<file path="src/rtl/regfile_2w_sb.sv">
// rtl/regfile_2w_sb.sv - RV32 integer register file with WB/LD write ports and load scoreboard
module regfile_2w_sb #(
  parameter int XLEN   = 32,
  parameter int NREG   = 32,
  parameter int AW     = 5,
  parameter int BYPASS = 1
) (
  input  logic            clk,
  input  logic            areset,
  input  logic [AW-1:0]   ra1,
  input  logic [AW-1:0]   ra2,
  output logic [XLEN-1:0] rd1,
  output logic [XLEN-1:0] rd2,
  output logic            busy1,
  output logic            busy2,
  input  logic            iss_valid,
  input  logic [AW-1:0]   iss_rd,
  input  logic            wb_we,
  input  logic [AW-1:0]   wb_wa,
  input  logic [XLEN-1:0] wb_wd,
  input  logic            ld_we,
  input  logic [AW-1:0]   ld_wa,
  input  logic [XLEN-1:0] ld_wd,
  output logic            busy_any
);

  generate
    if (NREG < 2 || AW != $clog2(NREG) || (1 << AW) != NREG) begin : g_param_chk
      $error("regfile_2w_sb: NREG must be a power of 2 >= 2 and AW must equal log2(NREG)");
    end
  endgenerate

  logic [XLEN-1:0] r_regs [NREG];
  logic [NREG-1:0] r_sb;
  logic            r_busy_any;
  logic [NREG-1:0] w_sb_next;
  logic [XLEN-1:0] w_rd1;
  logic [XLEN-1:0] w_rd2;
  logic            w_busy1;
  logic            w_busy2;

  // A new issue supersedes a load returning to the same register in the same cycle.
  always_comb begin
    w_sb_next = r_sb;
    for (int i = 0; i < NREG; i++) begin
      if (iss_valid && iss_rd == AW'(i))
        w_sb_next[i] = 1'b1;
      else if (ld_we && ld_wa == AW'(i))
        w_sb_next[i] = 1'b0;
    end
    w_sb_next[0] = 1'b0;
  end

  function automatic logic [XLEN-1:0] read_port(input logic [AW-1:0] ra);
    if (!areset || ra == '0)
      return '0;
    else if (BYPASS != 0 && ld_we && ld_wa == ra)
      return ld_wd;
    else if (BYPASS != 0 && wb_we && wb_wa == ra)
      return wb_wd;
    else
      return r_regs[ra];
  endfunction

  // With bypass the returning load data is forwarded, so the register is no longer a hazard.
  function automatic logic busy_port(input logic [AW-1:0] ra);
    return areset && ra != '0 && r_sb[ra] && !(BYPASS != 0 && ld_we && ld_wa == ra);
  endfunction

  always_comb begin
    w_rd1   = read_port(ra1);
    w_rd2   = read_port(ra2);
    w_busy1 = busy_port(ra1);
    w_busy2 = busy_port(ra2);
  end

  always_ff @(posedge clk or negedge areset) begin
    if (!areset) begin
      for (int i = 0; i < NREG; i++)
        r_regs[i] <= '0;
      r_sb       <= '0;
      r_busy_any <= 1'b0;
    end else begin
      for (int i = 1; i < NREG; i++) begin
        if (ld_we && ld_wa == AW'(i))
          r_regs[i] <= ld_wd;
        else if (wb_we && wb_wa == AW'(i))
          r_regs[i] <= wb_wd;
      end
      r_sb       <= w_sb_next;
      r_busy_any <= |r_sb;
    end
  end

  assign rd1      = w_rd1;
  assign rd2      = w_rd2;
  assign busy1    = w_busy1;
  assign busy2    = w_busy2;
  assign busy_any = r_busy_any;

endmodule

</file>
<file path="config.mk">
export PLATFORM = sky130hd
export DESIGN_NAME = regfile_2w_sb
export DESIGN_NICKNAME = d
export VERILOG_FILES = /design/src/rtl/regfile_2w_sb.sv
export SDC_FILE = /design/constraint.sdc
export NUM_CORES = 2
export LEC_CHECK = 0
export CAP_MARGIN = 20
export CORE_MARGIN = 8
export CORE_UTILIZATION = 50
export CTS_CLUSTER_DIAMETER = 80
export DETAILED_ROUTE_END_ITERATION = 12
export HOLD_SLACK_MARGIN = 0.1
export PLACE_DENSITY_LB_ADDON = 0.25
export SLEW_MARGIN = 0
export SYNTH_ARGS = -nofsm -noshare
export SYNTH_HDL_FRONTEND = slang
export SYNTH_SLANG_ARGS = --single-unit
</file>
<file path="constraint.sdc">
create_clock -name clk -period 1.84 [get_ports clk]
set_input_delay 0.184 -clock clk [delete_from_list [all_inputs] [get_ports clk]]
set_output_delay 0.184 -clock clk [all_outputs]
set_load 0.01 [all_outputs]
</file>
# --- Yosys cells after proc, flatten, opt, wreduce, memory -nomap -nowiden ---
# Cells that the tools add are included.
totals:
  memories: 0
  in_bits: 94
  rom_bits: 0
  mem_bits_rw: 0
  elab_cells: 481
  ff_bits: 1024
  latch_bits: 0
classes:
  n_bitwise: 2
  mux: 140
  n_mul: 0
  shifts: 0
  n_reduce_logical: 175
  div: 0
  n_lt_le_gt_ge: 4
  n_addsub: 0
  n_eq_ne: 97
op_table:
  columns: ["op", "count"]
  rows:
  - ["two-way mux 32 bit", 72]
  - ["binary-select mux 32 bit (select 5 bit)", 2]
  - ["equality test 5 bit (second input constant)", 48]
  - ["nonzero test 2 bit", 62]
  - ["equality test 5 x 4 -> 1 bit (second input constant)", 24]
  - ["logical AND 1 bit", 103]
  - ["two-way mux 1 bit", 64]
  - ["equality test 5 x 3 -> 1 bit (second input constant)", 12]
  - ["OR reduction 31 bit", 1]
  - ["equality test 5 x 2 -> 1 bit (second input constant)", 6]
  - ["equality test 5 bit", 4]
  - ["equality test 5 x 1 -> 1 bit (second input constant)", 3]
  - ["greater-or-equal comparator 6 bit (second input constant)", 2]
  - ["less-than comparator 5 x 6 -> 1 bit (second input constant)", 2]
  - ["NOT 5 -> 6 bit", 2]
  - ["binary-select mux 1 bit (select 5 bit)", 2]
  - ["logical NOT 5 bit", 2]
  - ["nonzero test 5 bit", 2]
  - ["logical NOT 1 bit", 3]
  - ["logical OR 1 bit", 2]

# --- Longest topological paths before layout ---
depth:
  ltp_word: 7
  mapped_depth: 10
  depth_no_buf: 5

# --- Worst setup path after synthesis ---
# OpenSTA, ideal clock, no wires.
synth_timing:
  path_kind: "input -> output"
  startpoint: "in ra2[0]"
  endpoint: "out rd2[20]"
  slack_ps: -147
  arrival_ps: 1803
  cell_stages: 8
  n_path_buf: 3
  t_required_ps: 1656
  cell_sequence: "buf_4 nor2b_1 clkbuf_2 buf_2 a22oi_1 a21oi_1 or4_1 o32ai_1"
synth_between:
  elab_chain_len: 7
  word_cells_on_any_way: 13
  classes_between: "2 x eq/ne; 6 x mux; 1 x bitwise; 4 x reduce/logical"
synth_lines:
  columns: ["item", "line_no", "text"]
  rows:
  - ["start: declaration", "11", "input logic [AW-1:0] ra2,"]
  - ["NOT 5 -> 6 bit (implied by the code)", "62", "return r_regs[ra];"]
  - ["binary-select mux 32 bit (select 5 bit)", "62", null]
  - ["two-way mux 32 bit (implied by the code) (2 in series)", "62", null]
  - ["two-way mux 32 bit", "59", "else if (BYPASS != 0 && wb_we && wb_wa == ra)"]
  - ["two-way mux 32 bit", "57", "else if (BYPASS != 0 && ld_we && ld_wa == ra)"]
  - ["two-way mux 32 bit *", "55", "if (!areset || ra == '0)"]
  - ["end: declaration", "13", "output logic [XLEN-1:0] rd2,"]
# Every way passes the cells marked *; elsewhere a longest branch is shown, timed or not. The select of a mux whose other input is x is not followed.

# --- Final worst setup path ---
layout_timing:
  startpoint: "reg r_regs[520] (netlist name)"
  endpoint: "out rd2[8]"
layout_between:
  elab_chain_len: 6
layout_lines:
  columns: ["item", "line_no", "text"]
  rows:
  - ["start: declaration", "33", "logic [XLEN-1:0] r_regs [NREG];"]
  - ["start signal: indexed assignment", "86", "r_regs[i] <= ld_wd;"]
  - ["start signal: indexed assignment", "88", "r_regs[i] <= wb_wd;"]
  - ["binary-select mux 32 bit (select 5 bit)", "62", null]
  - ["two-way mux 32 bit (implied by the code) (2 in series)", "62", null]
  - ["two-way mux 32 bit", "59", null]
  - ["two-way mux 32 bit", "57", null]
  - ["two-way mux 32 bit", "55", null]
# No other way between the ends. The select of a mux whose other input is x is not followed.

==> impl_metrics.yaml <==
clock_tree:
  root_buffer: "clkbuf_16"
  cts_buffers: 115
  clock_latency_ns: 0.76
  cts_tree: "built"
  clock_sinks: 1024
  path_clk_slew_ns: 0.06
  cts.path.max_buffers: 3
  htreeDepth: 3
grt:
  grt_usage: 0.4094
  overflow: 0
  grt_pass1_vias: 62460
  grt_max_degree: 165
  antenna_found_initial: 13
  grt_pass1_wl_mm: 440.3
job:
  drv_cap: 0
floorplanning:
  coreArea_um2: 132800
  die_w_um: 380.9
  dieHeight_um: 380.9
  dieArea_um2: 145100
  floorplan.initialDensity: 0.5014
  num_rows: 134
  boundaryPins: 161
sta:
  skew_ns: 0.01827
  rsz0062_at_grt: "yes"
  setup_viol_count_final: 66
  fin_tns_setup_ns: -55.48
  max_freq_mhz: 340.2
  drv_slew: 0
  max_slew.worst_pin.slew_ns: 1.161
  finalCritPeriodShare: 1.598
  max_slew_margin: 0.2245
  hold_violations: 0
  post-route-min-period_ns: 2.940
  whs_ns: 0.2157
  layout_setup_ws_ns: -1.100
route:
  dr.pass1.iters: 8
  routed_wl_mm: 310.7
  vias: 64090
  ant_nets: 0
  wire_per_inst_um: 33.04
  drc: 0
  drt_iter0_markers: 10390
  vias_per_cell: 6.816
placed_design:
  io_buffers: 160
  gp_congestion: 1.040
  hpwl_mm: 209.3
finish:
  finalNetCount: 7621
  drive_above_1_share: 0.3183
  final_core_util: 0.6544
  num-fill-cells: 10200
  area_growth_syn_to_layout_pct: 30.52
worst_setup_path:
  path_cells: "mux2i_1 -> a22oi_1 -> buf_4 -> a21oi_2 -> or4_4 -> o32ai_4 -> buf_2"
  crit_fanout: 2
  cp_slowest_cell: "or4_4"
  max_stage_delay_ns: 0.42
  crit_family: "compound AO/OA/AOI/OAI gates"
  critPathBufInv: 2
  critPathRequiredTime_ns: 1.66
  critPathCaptureType: "output pin"
  start_kind: "flip-flop"
  setup.worst_path.class: "reg2out"
  cp.arrival_ns: 2.76
yosys:
  ys_top_cells_by_count: "mux2i_1 (1,270), dfrtp_1 (1,024), nor2_1 (905)"
  yosysMostFrequentCell: "mux2i_1"
  netlist_instances: 6744
  syn_area_um2: 66580
  ys_ff_latch: 1024
  async_flop_share: 1.000
  ys_top_cells_by_area: "dfrtp_1 (38%), mux2i_1 (19%), mux4_2 (9.1%), a21oi_1 (6.5%), nor2_1 (5.1%)"
  synth_largest_area_cell: "dfrtp_1"
  synth_fp_nets: 6838
  yosys_warnings: 32
  synth-edff-count: 0
  synth_top_area_frac: 0.3849
  dominantRegCellSynth: "dfrtp_1"
  synth.avg_cell_area_um2: 9.872
  ys_seq_area_frac: 0.3849
  ys_types: 65
power_and_ir_drop:
  ir_drop_mv: 0.8947
  power.density_nw_per_um2: 1003
  p_leak_uw: 0.03841
run_status:
  outcome: "complete, but fails checks"
  violations: "setup timing"
hold_path:
  hold_path.class: "in2async"
[power breakdown]
part	leakage (uW)	switching (uW)	total [uW]	internal, uW
registers	0.0123	4760	33400	28600
clock network	0.00196	10500	25100	14500
logic	0.0242	13400	28800	15400
total	0.0384	28700	87200	58500
[logic make-up (layout without fill, tap and decap cells)]
logic type,count (synthesis),in the layout,synth area share
muxes,1718,1718,0.3120
xor gates and xnor gates,20,20,0.002631
buffers and inverters,859,1740,0.06108
other,0,9,0
and+or+nand+nor,1464,1464,0.09088
DFF,1024,1024,0.3849
AOI/OAI and AO/OA,1659,1659,0.1485
[area by class of cell]
class | instances | area [um2] | area share
multi-input cells | 4861 | 39810 | 0.4581
flip-flops and latches | 1024 | 25620 | 0.2949
repair buffers | 1499 | 15110 | 0.1738
clock buffers | 168 | 3337 | 0.03840
well taps | 1768 | 2212 | 0.02546
clock inverters | 47 | 686.9 | 0.007905
inverters | 26 | 97.59 | 0.001123
diodes | 9 | 22.52 | 0.0002592
[what timing repair did]
item                                    4_1_cts  5_1_grt
pin swaps                                   113       51
cloned                                        0        2
endpoints found under the setup margin       66      946
endpoints found under the hold margin       144        0
gates resized for setup                     557       95
setup buffers                                32       21
hold buffers                                  5        0
[sequential cells by signal (all words and copies together) (netlist names)]
name / count
busy_any: 1
r_sb: 31
r_regs: 992
[cells in the final DEF, fill, tap and decap left out, drive strengths merged, types with 8 or more instances in the layout]
cell / instances
buf: 1407
mux2i: 1270
dfrtp: 1024
nor2: 907
a21oi: 863
nand2: 358
o21ai: 273
mux4: 268
mux2: 180
clkbuf: 170
a22oi: 127
o22ai: 76
clkdlybuf4s50: 73
a211oi: 70
nor2b: 63
nand3: 40
a22o: 36
inv: 32
o311ai: 31
a221o: 30
a2111oi: 25
clkinv: 20
a221oi: 19
nand2b: 18
o221ai: 18
o2111a: 17
o31ai: 17
or4: 16
o32ai: 16
bufinv: 14
o2111ai: 14
nor4: 13
a31oi: 12
xnor2: 12
nor3: 11
and2: 11
dlygate4sd2: 10
diode: 9
xor2: 8
[through the flow]
stage	cell area, um2	worst slack, ns	power [uW]	std cells
after floorplan	67640	-0.04956	47550	6744
after global placement	80810	-1.947	58480	9135
after detailed placement	80810	-1.930	59530	9135
after CTS	86230	-1.027	85480	9372
after global routing	86880	-1.113	90080	9394
final	86900	-1.100	87200	9402
[path summary, 6_finish.rpt]
| path | startpoint | endpoint | slack (ns) | cells after the start |
|---|---|---|---|---|
| min in group clk | ld_wd[1] | r_regs[833]$_DFFE_PN0P_ | 0.26 | 4 |
| max in group asynchronous | areset | r_regs[905]$_DFFE_PN0P_ | 0.10 | 5 |
| worst min-delay path | areset | r_regs[765]$_DFFE_PN0P_ | 0.22 | 3 |
| worst min register to register | r_sb[21]$_DFFE_PN0P_ | r_sb[21]$_DFFE_PN0P_ | 0.53 | 2 |
| worst max-delay path | r_regs[520]$_DFFE_PN0P_ | rd2[8] | -1.10 | 7 |
| worst max register to register | r_sb[24]$_DFFE_PN0P_ | busy_any$_DFF_PN0_ | 0.16 | 5 |
[per-layer routing]
metal / vias to the layer above / wire length [um] / GRT usage
met1: 31240 / 111500 / 0.5161
met3: 1413 / 47630 / 0.1757
li1: 26090 / - / -
met5: - / 131 / 0
met2: 5330 / 126200 / 0.5694
met4: 10 / 25230 / 0.2712
[worst min-delay path, delay by kind of cell]
kind	cells	cell delay (ns)
buf+inv	3	1.25
(Power assumes the default switching activity.)
